## src/rtl/wb_arbiter_if.sv

```systemverilog
// Write-back bus bundle: load/ALU result offers, register-file write port, forwarding query.
// Latency: none, wires only.
// Backpressure: the Ready signals are driven by the arbiter (slave) back to the offer sources.
//
// Signals:
//   MemValid/MemReg/MemData/MemReady  load result offer and its acceptance
//   AluValid/AluReg/AluData/AluReady  ALU result offer and its acceptance
//   Hold                              register-file write port unavailable this cycle
//   Write1/WriteReg1/WriteData1       register-file write strobe, index and data
//   Pending                           queue occupancy, $clog2(DEPTH)+1 bits
//   QueryReg/QueryHit/QueryData       forwarding lookup into the write queue
interface wb_arbiter_if #(
    parameter int DEPTH = 4
);
    localparam int CW = $clog2(DEPTH) + 1;

    logic          MemValid;
    logic [4:0]    MemReg;
    logic [31:0]   MemData;
    logic          MemReady;

    logic          AluValid;
    logic [4:0]    AluReg;
    logic [31:0]   AluData;
    logic          AluReady;

    logic          Hold;

    logic          Write1;
    logic [4:0]    WriteReg1;
    logic [31:0]   WriteData1;

    logic [CW-1:0] Pending;

    logic [4:0]    QueryReg;
    logic          QueryHit;
    logic [31:0]   QueryData;

    // Offer sources and register file side.
    modport master (
        output MemValid, MemReg, MemData, AluValid, AluReg, AluData, Hold, QueryReg,
        input  MemReady, AluReady, Write1, WriteReg1, WriteData1, Pending, QueryHit, QueryData
    );

    // The arbiter itself.
    modport slave (
        input  MemValid, MemReg, MemData, AluValid, AluReg, AluData, Hold, QueryReg,
        output MemReady, AluReady, Write1, WriteReg1, WriteData1, Pending, QueryHit, QueryData
    );
endinterface

```

## src/rtl/wb_arbiter.sv

```systemverilog
// Write-back arbiter: merges load and ALU results (load has priority) into a FIFO feeding one register-file write port.
// Latency: an offer accepted at edge N into an empty queue is written during cycle N+1 when Hold is low.
// Backpressure: both Ready outputs drop while the registered occupancy equals DEPTH; Hold stalls the drain only.
//
// Ports:
//   CLK        clock, all state on the rising edge
//   RESET      asynchronous active-low reset; clears pointers and count, discarding queued entries
//   bus        wb_arbiter_if.slave bundle (offers, write port, occupancy, forwarding query)
// Parameter DEPTH: queue entries, power of two 2..16.
// Optional feature macro WB_BYPASS_EN: builds the forwarding lookup (QueryHit/QueryData);
// when undefined both outputs are tied to zero and no comparators exist.
module wb_arbiter #(
    parameter int DEPTH = 4
) (
    input  logic          CLK,
    input  logic          RESET,
    wb_arbiter_if.slave   bus
);
    localparam int AW = $clog2(DEPTH);
    localparam int CW = AW + 1;

    // Queue state
    logic [CW-1:0] cnt_q,    cnt_d;
    logic [AW-1:0] wr_ptr_q, wr_ptr_d;
    logic [AW-1:0] rd_ptr_q, rd_ptr_d;

    // Entry storage; contents are don't-care outside the valid window so no reset.
    logic [4:0]    reg_mem [DEPTH];
    logic [31:0]   dat_mem [DEPTH];

    logic          full;
    logic          empty;
    logic          mem_rdy;
    logic          alu_rdy;
    logic          mem_acc;
    logic          alu_acc;
    logic [4:0]    push_reg;
    logic [31:0]   push_dat;
    logic          push;
    logic          pop;

    // Full uses the registered count only: a drain in the same cycle does not
    // reopen the queue, which keeps Ready free of any path from Hold.
    assign full  = (cnt_q == CW'(DEPTH));
    assign empty = (cnt_q == '0);

    // RESET gates the Ready outputs so nothing is accepted while held in reset.
    assign mem_rdy = RESET && !full;
    assign alu_rdy = RESET && !full && !bus.MemValid;

    assign mem_acc = bus.MemValid && mem_rdy;
    assign alu_acc = bus.AluValid && alu_rdy;

    // At most one of mem_acc/alu_acc can be high, so a simple select suffices.
    assign push_reg = mem_acc ? bus.MemReg  : bus.AluReg;
    assign push_dat = mem_acc ? bus.MemData : bus.AluData;

    // Writes to r0 are consumed but never stored.
    assign push = (mem_acc || alu_acc) && (push_reg != 5'd0);
    assign pop  = !empty && !bus.Hold;

    always_comb begin
        cnt_d    = cnt_q;
        wr_ptr_d = wr_ptr_q;
        rd_ptr_d = rd_ptr_q;

        if (push) begin
            wr_ptr_d = wr_ptr_q + AW'(1);
        end
        if (pop) begin
            rd_ptr_d = rd_ptr_q + AW'(1);
        end

        unique case ({push, pop})
            2'b10:   cnt_d = cnt_q + CW'(1);
            2'b01:   cnt_d = cnt_q - CW'(1);
            default: cnt_d = cnt_q;
        endcase
    end

    always_ff @(posedge CLK or negedge RESET) begin
        if (!RESET) begin
            cnt_q    <= '0;
            wr_ptr_q <= '0;
            rd_ptr_q <= '0;
        end else begin
            cnt_q    <= cnt_d;
            wr_ptr_q <= wr_ptr_d;
            rd_ptr_q <= rd_ptr_d;
        end
    end

    always_ff @(posedge CLK) begin
        if (push) begin
            reg_mem[wr_ptr_q] <= push_reg;
            dat_mem[wr_ptr_q] <= push_dat;
        end
    end

    assign bus.MemReady   = mem_rdy;
    assign bus.AluReady   = alu_rdy;
    assign bus.Write1     = pop;
    assign bus.WriteReg1  = empty ? 5'd0  : reg_mem[rd_ptr_q];
    assign bus.WriteData1 = empty ? 32'd0 : dat_mem[rd_ptr_q];
    assign bus.Pending    = cnt_q;

`ifdef WB_BYPASS_EN
    logic          q_hit;
    logic [31:0]   q_dat;
    logic [AW-1:0] q_idx;

    // Walk entries from head (oldest) to tail; a later match overrides an
    // earlier one so the youngest matching entry wins. The head is included
    // even when it is being drained this cycle.
    always_comb begin
        q_hit = 1'b0;
        q_dat = 32'd0;
        q_idx = '0;
        for (int i = 0; i < DEPTH; i++) begin
            q_idx = rd_ptr_q + AW'(i);
            if ((CW'(i) < cnt_q) && (bus.QueryReg != 5'd0) &&
                (reg_mem[q_idx] == bus.QueryReg)) begin
                q_hit = 1'b1;
                q_dat = dat_mem[q_idx];
            end
        end
    end

    assign bus.QueryHit  = q_hit;
    assign bus.QueryData = q_dat;
`else
    logic unused_query;
    assign unused_query  = ^bus.QueryReg;
    assign bus.QueryHit  = 1'b0;
    assign bus.QueryData = 32'd0;
`endif

endmodule

```

## src/flat_wrapper.sv

```systemverilog
// flat-port wrapper written by rule: the top's interface ports become plain ports
module wb_arbiter_flat 
#(
    parameter int DEPTH = 4
)
  (CLK, RESET, bus_MemValid, bus_MemReg, bus_MemData, bus_AluValid, bus_AluReg, bus_AluData, bus_Hold, bus_QueryReg, bus_MemReady, bus_AluReady, bus_Write1, bus_WriteReg1, bus_WriteData1, bus_Pending, bus_QueryHit, bus_QueryData);
  wb_arbiter_if #(.DEPTH(DEPTH)) bus_i ();
  input  logic CLK;
  input  logic RESET;
  input wire logic [$bits(bus_i.MemValid)-1:0] bus_MemValid;
  input wire logic [$bits(bus_i.MemReg)-1:0] bus_MemReg;
  input wire logic [$bits(bus_i.MemData)-1:0] bus_MemData;
  input wire logic [$bits(bus_i.AluValid)-1:0] bus_AluValid;
  input wire logic [$bits(bus_i.AluReg)-1:0] bus_AluReg;
  input wire logic [$bits(bus_i.AluData)-1:0] bus_AluData;
  input wire logic [$bits(bus_i.Hold)-1:0] bus_Hold;
  input wire logic [$bits(bus_i.QueryReg)-1:0] bus_QueryReg;
  output wire logic [$bits(bus_i.MemReady)-1:0] bus_MemReady;
  output wire logic [$bits(bus_i.AluReady)-1:0] bus_AluReady;
  output wire logic [$bits(bus_i.Write1)-1:0] bus_Write1;
  output wire logic [$bits(bus_i.WriteReg1)-1:0] bus_WriteReg1;
  output wire logic [$bits(bus_i.WriteData1)-1:0] bus_WriteData1;
  output wire logic [$bits(bus_i.Pending)-1:0] bus_Pending;
  output wire logic [$bits(bus_i.QueryHit)-1:0] bus_QueryHit;
  output wire logic [$bits(bus_i.QueryData)-1:0] bus_QueryData;
  assign bus_i.MemValid = bus_MemValid;
  assign bus_i.MemReg = bus_MemReg;
  assign bus_i.MemData = bus_MemData;
  assign bus_i.AluValid = bus_AluValid;
  assign bus_i.AluReg = bus_AluReg;
  assign bus_i.AluData = bus_AluData;
  assign bus_i.Hold = bus_Hold;
  assign bus_i.QueryReg = bus_QueryReg;
  assign bus_MemReady = bus_i.MemReady;
  assign bus_AluReady = bus_i.AluReady;
  assign bus_Write1 = bus_i.Write1;
  assign bus_WriteReg1 = bus_i.WriteReg1;
  assign bus_WriteData1 = bus_i.WriteData1;
  assign bus_Pending = bus_i.Pending;
  assign bus_QueryHit = bus_i.QueryHit;
  assign bus_QueryData = bus_i.QueryData;
  wb_arbiter #(.DEPTH(DEPTH)) u_core (.CLK(CLK), .RESET(RESET), .bus(bus_i));
endmodule
```

## config.mk

```make
export PLATFORM = sky130hd
export DESIGN_NAME = wb_arbiter_flat
export DESIGN_NICKNAME = d
export VERILOG_FILES = /design/src/rtl/wb_arbiter_if.sv /design/src/rtl/wb_arbiter.sv /design/src/flat_wrapper.sv
export SDC_FILE = /design/constraint.sdc
export NUM_CORES = 1
export LEC_CHECK = 0
export BUFFER_PORTS_ARGS = -buffer_cell sky130_fd_sc_hd__buf_2
export CAP_MARGIN = 20
export CORE_ASPECT_RATIO = 1.5
export CORE_MARGIN = 3
export CORE_UTILIZATION = 45
export DETAILED_ROUTE_END_ITERATION = 7
export PLACE_DENSITY = 0.69
export RECOVER_POWER = 100
export SYNTH_ARGS = -nofsm -noshare
export SYNTH_HDL_FRONTEND = slang
export SYNTH_SLANG_ARGS = --single-unit
```

## constraint.sdc

```tcl
create_clock -name CLK -period 3.85 [get_ports CLK]
set_input_delay 0.77 -clock CLK [delete_from_list [all_inputs] [get_ports CLK]]
set_output_delay 0.77 -clock CLK [all_outputs]
set_load 0.01 [all_outputs]
```

Yosys cells after proc, flatten, opt, wreduce, memory -nomap -nowiden --
Memory sizes are Yosys's and may differ from the RTL's. Index checks and enable logic that the tools add are counted.
Word-level totals: memories kept 2, input bits 84, output and inout bits 76, register bits 7, bits in writable memories 148
Memory list:
- u_core.dat_mem | depth 4, bits a word 32, rd ports 1, clocked after memory_dff 0, wr ports 1, RTL line wb_arbiter.sv:29 | logic [31:0] dat_mem [DEPTH];
- u_core.reg_mem | depth 4, bits a word 5, rd ports 1, clocked after memory_dff 0, wr ports 1, RTL line wb_arbiter.sv:28 | logic [4:0] reg_mem [DEPTH];
Operators by class: mux-type cells 7, add/subtract/negate cells 4, equal/unequal tests 3, reduce and logical (&&, ||, !) cells 14
Operator list (number):
- $mux 32 | 2
- $mux 5 | 2
- $logic_and 1x1->1 | 6
- $pmux 3 s2 | 1
- $reduce_bool 5->1 | 1
- $add 2x1->2 const B | 2
- $logic_not 1->1 | 4
- $add 3x1->3 const B | 1
- $eq 3x3->1 const B | 1
- $logic_not 3->1 | 1
- $sub 3x1->3 const B | 1
- $eq 2x1->1 const B | 1
- $eq 2x2->1 const B | 1
- $mux 1 | 2
- $reduce_bool 2->1 | 1
- $logic_or 1x1->1 | 1

Depth between registers and ports, before layout --
Gate-level depths: netlist of the first run.
depth after elaboration 9, depth in mapped cells 10, mapped depth without buffers 10

Least setup slack after synthesis of the first run --
Ideal clock, no wire load.
path type reg-to-reg, start point register u_core.cnt_q[0], in the netlist u_core.bus.Pending[0], end point memory u_core.dat_mem[0][0], enable pin, clock period less this slack 2.780 ns, arrival time 2.383 ns, path slack 1.070 ns, required time 3.452 ns, cell stages (with the launch flop) 5, library setup time 0.398 ns, path through dfrtp_1 -> or3b_4 -> and3_4 -> a211oi_2 -> and2_1
Between the ends: cells in the longest elaborated chain, start to end 9, elaborated cells between the ends (all ways) 12, classes of those cells 1 x eq/ne; 3 x mux; 8 x reduce/logical
RTL lines:
- start: declaration | RTL line wb_arbiter.sv:23 | logic [CW-1:0] cnt_q, cnt_d;
- start signal: assignment | RTL line wb_arbiter.sv:87 | cnt_q <= cnt_d;
- $eq 3x3->1 (*) | RTL line wb_arbiter.sv:44 | assign full = (cnt_q == CW'(DEPTH));
- $logic_not 1->1 (*) | RTL line wb_arbiter.sv:48, wb_arbiter.sv:49
- $logic_and 1x1->1 (*) | RTL line wb_arbiter.sv:48, wb_arbiter.sv:49
- $logic_and 1x1->1 (on tied branches) | RTL line wb_arbiter.sv:51, wb_arbiter.sv:49
- $mux 5 / $logic_and 1x1->1 (equally long branches) | RTL line wb_arbiter.sv:55, wb_arbiter.sv:52
- $reduce_bool 5->1 / $logic_or 1x1->1 (equally long branches) | RTL line wb_arbiter.sv:59 | assign push = (mem_acc || alu_acc) && (push_reg != 5'd0);
- $logic_and 1x1->1 (*) | RTL line wb_arbiter.sv:59
- $mux 1 (*) | RTL line wb_arbiter.sv:94 | if (push) begin
- $mux 1 (not written as such) (*) | RTL line wb_arbiter.sv:96 | dat_mem[wr_ptr_q] <= push_dat;
- end: declaration | RTL line wb_arbiter.sv:29
Every way passes the cells marked *; elsewhere a longest branch is shown, timed or not.

Final worst setup path of the first run --
start point register u_core.cnt_q[0], in the netlist u_core.bus.Pending[0], end point memory u_core.dat_mem[2][14], enable pin
The elaborated chain is that of the path after synthesis.

==> results.md, run 1 <==
- Maximum root-to-sink buffer count: 2
- Crit Path Class: reg -> reg
- Setup tns final: 0 ps
- Rows: 54
- Worst Setup End Kind: register
- Multi-input combinational cell area: 1887 sq um
- Clock share of power: 29.4%
- Pin count of the biggest net entering global routing: 39
- Die H: 156.1 um
- Peak VDD IR: 469.1 uV
- Layout Nets: 576
- # diodes: 0
- Post-synthesis cell count: 355
- Mapped cell area: 6758 sq um
- H-tree Lvls: 4
- Area grow syn2layout: 19.27%
- Starting Density: 46.09%
- PwrDens: 727.5 nW/um^2
- Crit-path max FO: 20
- Rel. slew slack: 27.73%
- CTS Buf Count: 17
- Port bufs: 121
- Gr usage total: 15.62%
- Final period utilization: 78.84%
- Critical Path Source Type: register
- Final core utilization: 54.98%
- DRC Markers: 0
- DRT antenna net count: 0
- Initial antenna violation count: 0
- Reg area: 4622 sq um
- Commonest non-fill, non-tap cells in the layout: edfxtp_1 (148), buf_2 (78), clkbuf_1 (45)
- Worst reg2reg path depth: 5
- Post-Route WL: 12330 um
- Worst Setup SP: u_core.bus.Pending[0]
- CP top delay family: simple AND/OR/NAND/NOR gates
- RSZ-0062 raised after global routing: false
- Max_cap viols: 0
- Post-CTS Setup Inserts: 0
- Crit path buf inv count: 1
- #FFs+latches synth: 155
- Switch Pwr: 0.001743 W
- Fraction of layout cells with a size suffix above 1: 32.26%
- Die Wd: 106.1 um
- GPL Wtd Cong: 0.6864
- Sw frac: 29.73%
- HPWL after DPL: 7720 um
- Seq pwr share: 40.3%
- Die area: 16550 sq um
- DRT iter0 DRCs: 119
- Later-pin clock latency in the skew report: 410 ps
- CP max-delay cell: a211oi_1
- Combinational fraction of design power: 30.3%
- CP Data Arrival Time: 3150 ps
- Outcome: complete, no violations
- Max Fclk: 0.3295 GHz
- Final worst path period need: 3035 ps
- Final hold vios: 0
- Vias in the first global route: 3640
- Synth cell types: 29
- Crit-path cells: or3b_1, and3_1, a211oi_1, and2_2, buf_12
- Clk root buf: clkbuf_16
- P_leak: 2.869 nW
- Grt ovf: 0
- First drt pass iteration count: 4
- Sequential-to-total area share from yosys stat: 68.36%
- CP Depth: 5
- CTS Hold Bufs: 0
- First-pass GRT wire length: 19220 um
- Slew @ Worst Pin: 1084 ps
- Yosys Warn Count: 0
- Fin. max-slew vios: 0
- Int Pwr: 0.004121 W
- Vias: 3495
- Reg-to-reg critical path startpoint: u_core.bus.Pending[0]
- IO Count: 160
- Average cell area after synthesis: 19.04 sq um
- Req. time, crit path: 3960 ps
- Setup Viol. Count Final: 0
- Clock slew at reported path FFs: 60 ps
- Worst hold path type: in -> async
- Clock sinks: 155
- DR vias/cell: 5.029
- Routed WL per cell: 17.73 um
- Final Skew: 5.896 ps
- Slowest stage delay, CP: 710 ps
- Leading cell type in the layout, fill and taps excluded: edfxtp_1
- Post-CTS sizing: 0
- CTS tree: built
- Fill count: 1199
- Core area: 14660 sq um
[final timing paths]
check                                        end  slack, ps
min reg2reg                u_core.bus.Pending[2]        530
max reg2reg                u_core.dat_mem[2][14]        810
max in group asynchronous     u_core.rd_ptr_q[1]       3140
min                        u_core.bus.Pending[1]        310
min in group CLK           u_core.bus.Pending[2]        530
max                        u_core.dat_mem[2][14]        810
[worst register-to-register path: cells and delay by family, from the launching register on]
family                 cells  cell delay, ps
AND/OR/NAND/NOR            3            1350
AO/OA/AOI/OAI              1             710
buffers and inverters      1             250
flip-flops                 1             430
[per-stage QoR]
stage / area, sq um / power (W) / instances / setup slack (ps) / hold slack [ps]
3_5_place_dp: 7510 / 0.004325 / 663 / 930.3 / 549.5
4_1_cts: 8134 / 0.006059 / 695 / 845.8 / 197.5
6_report: 8060 / 0.005864 / 695 / 814.8 / 314.8
3_3_place_gp: 7510 / 0.004282 / 663 / 977.9 / 516.7
2_1_floorplan: 6878 / 0.003649 / 387 / 1070 / 474.4
5_1_grt: 8060 / 0.006186 / 695 / 558.0 / 334.0
[logic make-up after synthesis]
kind of cell             count (synthesis)  share of synthesized area (%)
AO/OA/AOI/OAI                            3                         0.4259
XOR/XNOR                                 6                         0.7778
adder cells (fa/ha/maj)                  6                          1.222
buffers and inverters                   55                          5.388
flip-flops                             155                          68.36
multiplexers                            76                          18.87
other                                    1                        0.05549
AND/OR/NAND/NOR                         53                          4.907
[synth_stat cells, drive strengths merged]
master	number	share of area, %
a211oi	1	0.19
a311oi	1	0.13
and2	5	0.46
and3	1	0.17
buf	43	4.7
clkbuf	6	0.33
conb	1	0.055
dfrtp	7	2.6
edfxtp	148	66
fa	1	0.30
ha	5	0.93
inv	6	0.33
mux2	38	6.4
mux2i	1	0.15
mux4	37	12
nand2	1	0.055
nor2	3	0.17
nor2b	38	3.5
nor3	1	0.074
o211ai	1	0.11
or2	1	0.093
or3	1	0.093
or3b	1	0.17
or4	1	0.11
xnor2	3	0.39
xor2	3	0.39
[layout make-up]
type | count | share of cell area [%]
Timing Repair Buffer | 129 | 8.181
Clock inverter | 13 | 2.375
Sequential cell | 155 | 57.34
Multi-Input combinational cell | 177 | 23.41
Tap cell | 196 | 3.043
Clock buffer | 19 | 5.371
Inverter | 6 | 0.2794
[sequential cells by signal, summed over array words and instances, names as in the netlist]
| name | count |
|---|---|
| u_core.wr_ptr_q | 2 |
| u_core.reg_mem | 20 |
| u_core.bus.Pending | 3 |
| u_core.dat_mem | 128 |
| u_core.rd_ptr_q | 2 |
[power by group through the flow]
stage               combinational [W]  clock [W]  sequential (W)
detailed placement            0.00192          0         0.00241
finish                        0.00178    0.00173         0.00236
floorplan                     0.00135          0         0.00230
global route                  0.00196    0.00183         0.00239
global placement              0.00190          0         0.00239
CTS                           0.00193    0.00176         0.00237
[per-layer routing]
| layer | vias up | part of all wire (%) | GRT usage (%) |
|---|---|---|---|
| li1 | 1572 | - | - |
| met1 | 1762 | 39 | 18.00 |
| met2 | 142 | 54 | 27.46 |
| met3 | 19 | 6.0 | 4.845 |
| met4 | 0 | 1.8 | 5.679 |
| met5 | - | 0 | 0 |
(Power assumes the default switching activity.)
==> inputs of run 2 (changes only) <==
--- a/config.mk
+++ b/config.mk
@@ -11,7 +11,7 @@
 export CORE_MARGIN = 3
 export CORE_UTILIZATION = 45
 export DETAILED_ROUTE_END_ITERATION = 7
-export PLACE_DENSITY = 0.69
+export PLACE_DENSITY = 0.71
 export RECOVER_POWER = 100
 export SYNTH_ARGS = -nofsm -noshare
 export SYNTH_HDL_FRONTEND = slang
==> constraint.sdc (replaced) <==
create_clock -name CLK -period 2.6 [get_ports CLK]
set_input_delay 0.52 -clock CLK [delete_from_list [all_inputs] [get_ports CLK]]
set_output_delay 0.52 -clock CLK [all_outputs]
set_load 0.01 [all_outputs]
==> run 2 against run 1 <==
Register-to-register slack worse by 630 ps. Sequential power is 44% higher. Hold slack better by 140 ps. Non-clock buffer count is 10 higher. Critical path depth is 1 lower. Clock skew is 2.5 ps higher. Power is 49% higher. Utilization is 0.48 points higher. Setup slack worse by 680 ps. Die area stayed put. Flip-flop and latch count stayed put. Critical path type is now reg -> out.
==> results.md, run 2 (same netlist as run 1, synthesis figures left out) <==
- First drt pass iteration count: 7 (+3)
- Multi-input combinational cell area: 1901 sq um (+0.73%)
- GPL Wtd Cong: 0.6912 (+0.70%)
- Crit-path max FO: 22 (+10%)
- Crit-path cells: buf_12, mux4_2, nor2b_1, clkbuf_2
- PwrDens: 1071 nW/um^2 (+47%)
- Slew @ Worst Pin: 580.9 ps (-503.2 ps)
- Max Fclk: 0.4064 GHz
- Die Wd: 106.1 um (unchanged)
- Grt ovf: 0 (unchanged)
- Vias in the first global route: 3698 (+1.6%)
- DRT iter0 DRCs: 168 (+41%)
- Area grow syn2layout: 20.31%
- Final worst path period need: 2461 ps
- CTS tree: built
- Final non-filler cell area: 8130 sq um (+0.87%)
- Initial antenna violation count: 0 (unchanged)
- Largest register by flop count: u_core.dat_mem
- DRC Markers: 0 (unchanged)
- Final period utilization: 94.65%
- P_leak: 2.939 nW (+2.4%)
- Outcome: complete, no violations
- Slack of the worst reg-to-reg path: 180 ps (-630 ps)
- Critical Path Source Type: register
- Die H: 156.1 um (unchanged)
- Setup slack after placement: 55.64 ps (-874.7 ps)
- Commonest non-fill, non-tap cells in the layout: edfxtp_1 (148), buf_2 (85), nor2b_1 (38)
- Req. time, crit path: 2080 ps (-1880 ps)
- Max_cap viols: 0 (unchanged)
- Gr usage total: 15.74% (+0.12 points)
- Maximum root-to-sink buffer count: 2 (unchanged)
- Routed WL per cell: 17.48 um (-1.4%)
- IO Count: 160 (unchanged)
- Leading cell type in the layout, fill and taps excluded: edfxtp_1
- Final worst setup slack: 139.1 ps (-675.7 ps)
- Hold Path End: u_core.rd_ptr_q[1]
- Core area: 14660 sq um (unchanged)
- Rel. slew slack: 61.27% (+34 points)
- Clock sinks: 155 (unchanged)
- Number of flip-flops in the largest register: 128 (unchanged)
- Post-Route WL: 12330 um (about the same)
- Rows: 54 (unchanged)
- Worst reg2reg path depth: 6 (+1)
- Vias: 3491 (-0.11%)
- Worst Setup End Kind: primary output
- Worst hold start: bus_Hold
- Worst hold path type: in -> reg
- Setup Viol. Count Final: 0 (unchanged)
- First-pass GRT wire length: 19420 um (+1.0%)
- Fill count: 1192 (-0.58%)
- Fraction of layout cells with a size suffix above 1: 35.76% (+3.5 points)
- RSZ-0062 raised after global routing: false
- CP top delay family: multiplexers
- H-tree Lvls: 4 (unchanged)
- Final hold vios: 0 (unchanged)
- Die area: 16550 sq um (unchanged)
- # diodes: 0 (unchanged)
- Count of non-filler cells in the finished layout: 705 (+1.4%)
- Placed Cells: 670 (+1.1%)
- Setup tns final: 0 ps (unchanged)
- Slowest stage delay, CP: 530 ps (-180 ps)
- DR vias/cell: 4.952 (-1.5%)
- HPWL after DPL: 8045 um (+4.2%)
- CP max-delay cell: mux4_2
- Peak VDD IR: 672.4 uV (+43%)
- Fin. max-slew vios: 0 (unchanged)
- Min Hold Slack: 450.5 ps (+135.7 ps)
- Crit Path Class: reg -> out
- Starting Density: 46.09% (unchanged)
- CP Depth: 4 (-1)
- Pin count of the biggest net entering global routing: 38 (-2.6%)
- Dpl cell area: 7562 sq um (+0.70%)
- Final Skew: 8.388 ps (+2.493 ps)
- Layout Nets: 586 (+1.7%)
- DRT antenna net count: 0 (unchanged)
- Reg area: 4623 sq um (about the same)
- CP Data Arrival Time: 1940 ps (-1210 ps)
- Later-pin clock latency in the skew report: 410 ps (about the same)
- Port bufs: 121 (unchanged)
- Clock slew at reported path FFs: 60 ps (about the same)
- Reg2reg end: u_core.reg_mem[0][1]
- Hold Path Stages: 4
- Clk root buf: clkbuf_16
- CTS Buf Count: 17 (unchanged)
- Crit path buf inv count: 2 (+1)
- Reg-to-reg critical path startpoint: u_core.bus.Pending[0]
[run 2: changes by cell type in the layout (fill, tap and decap cells not counted), moves of 2 or more]
| cell | delta |
|---|---|
| clkbuf_2 | +3 |
| clkbuf_1 | -9 |
| clkinv_2 | +2 |
| buf_2 | +7 |
| buf_4 | +4 |
| clkbuf_4 | +3 |
[run 2: metrics by stage]
step                      utilization, %  total power [W]
after floorplan                        -         0.005398
after global placement             51.58         0.006412
after detailed placement           51.58         0.006487
after CTS                          55.82         0.008962
after global routing               55.45         0.009195
final                              55.45         0.008709
[run 2: area by class of cell]
class / count / area share (%)
clock inverters: 14 / 2.062
multi-input cells: 177 / 23.38
repair buffers: 139 / 9.126
well taps: 196 / 3.016
flip-flops and latches: 155 / 56.86
clock buffers: 18 / 5.279
inverters: 6 / 0.2770
[run 2: worst max path at each step]
stage                          start                     to  slack (ps)
6_report          u_core.rd_ptr_q[0]       bus_WriteReg1[3]         140
5_1_grt        u_core.bus.Pending[0]  u_core.bus.Pending[2]           8
4_1_cts           u_core.rd_ptr_q[0]       bus_WriteReg1[2]          90
3_5_place_dp           bus_MemReg[3]  u_core.bus.Pending[2]          60
3_3_place_gp           bus_MemReg[3]  u_core.bus.Pending[2]         100
2_1_floorplan  u_core.bus.Pending[0]   u_core.dat_mem[0][0]         200
[run 2: routing by layer]
layer  part of all wire [%]  vias to the layer above  GRT usage [%]
met5                      0                        -              0
met4                    2.2                        0          6.667
met3                    4.5                       19          3.230
met2                     54                      118          27.71
met1                     40                     1757          18.82
li1                       -                     1597              -
[run 2: power by group]
part           leakage (nW)  internal [W]  switching [W]
logic                  1.22       0.00134        0.00154
registers              1.43       0.00325       0.000133
clock network         0.288       0.00151       0.000939
[run 2: worst min-delay path: cells and delay by family]
kind	cells	cell delay [ps]
AND/OR/NAND/NOR	2	170
buffers and inverters	1	80
XOR/XNOR	1	60
[run 2: repair_timing]
| action | in CTS | in global routing |
|---|---|---|
| setup endpoints to repair | 22 | 1 |
| endpoints found under the hold margin | 7 | 0 |
| hold buffers | 1 | 0 |
| resized for setup | 0 | 2 |
| setup buffers | 2 | 0 |
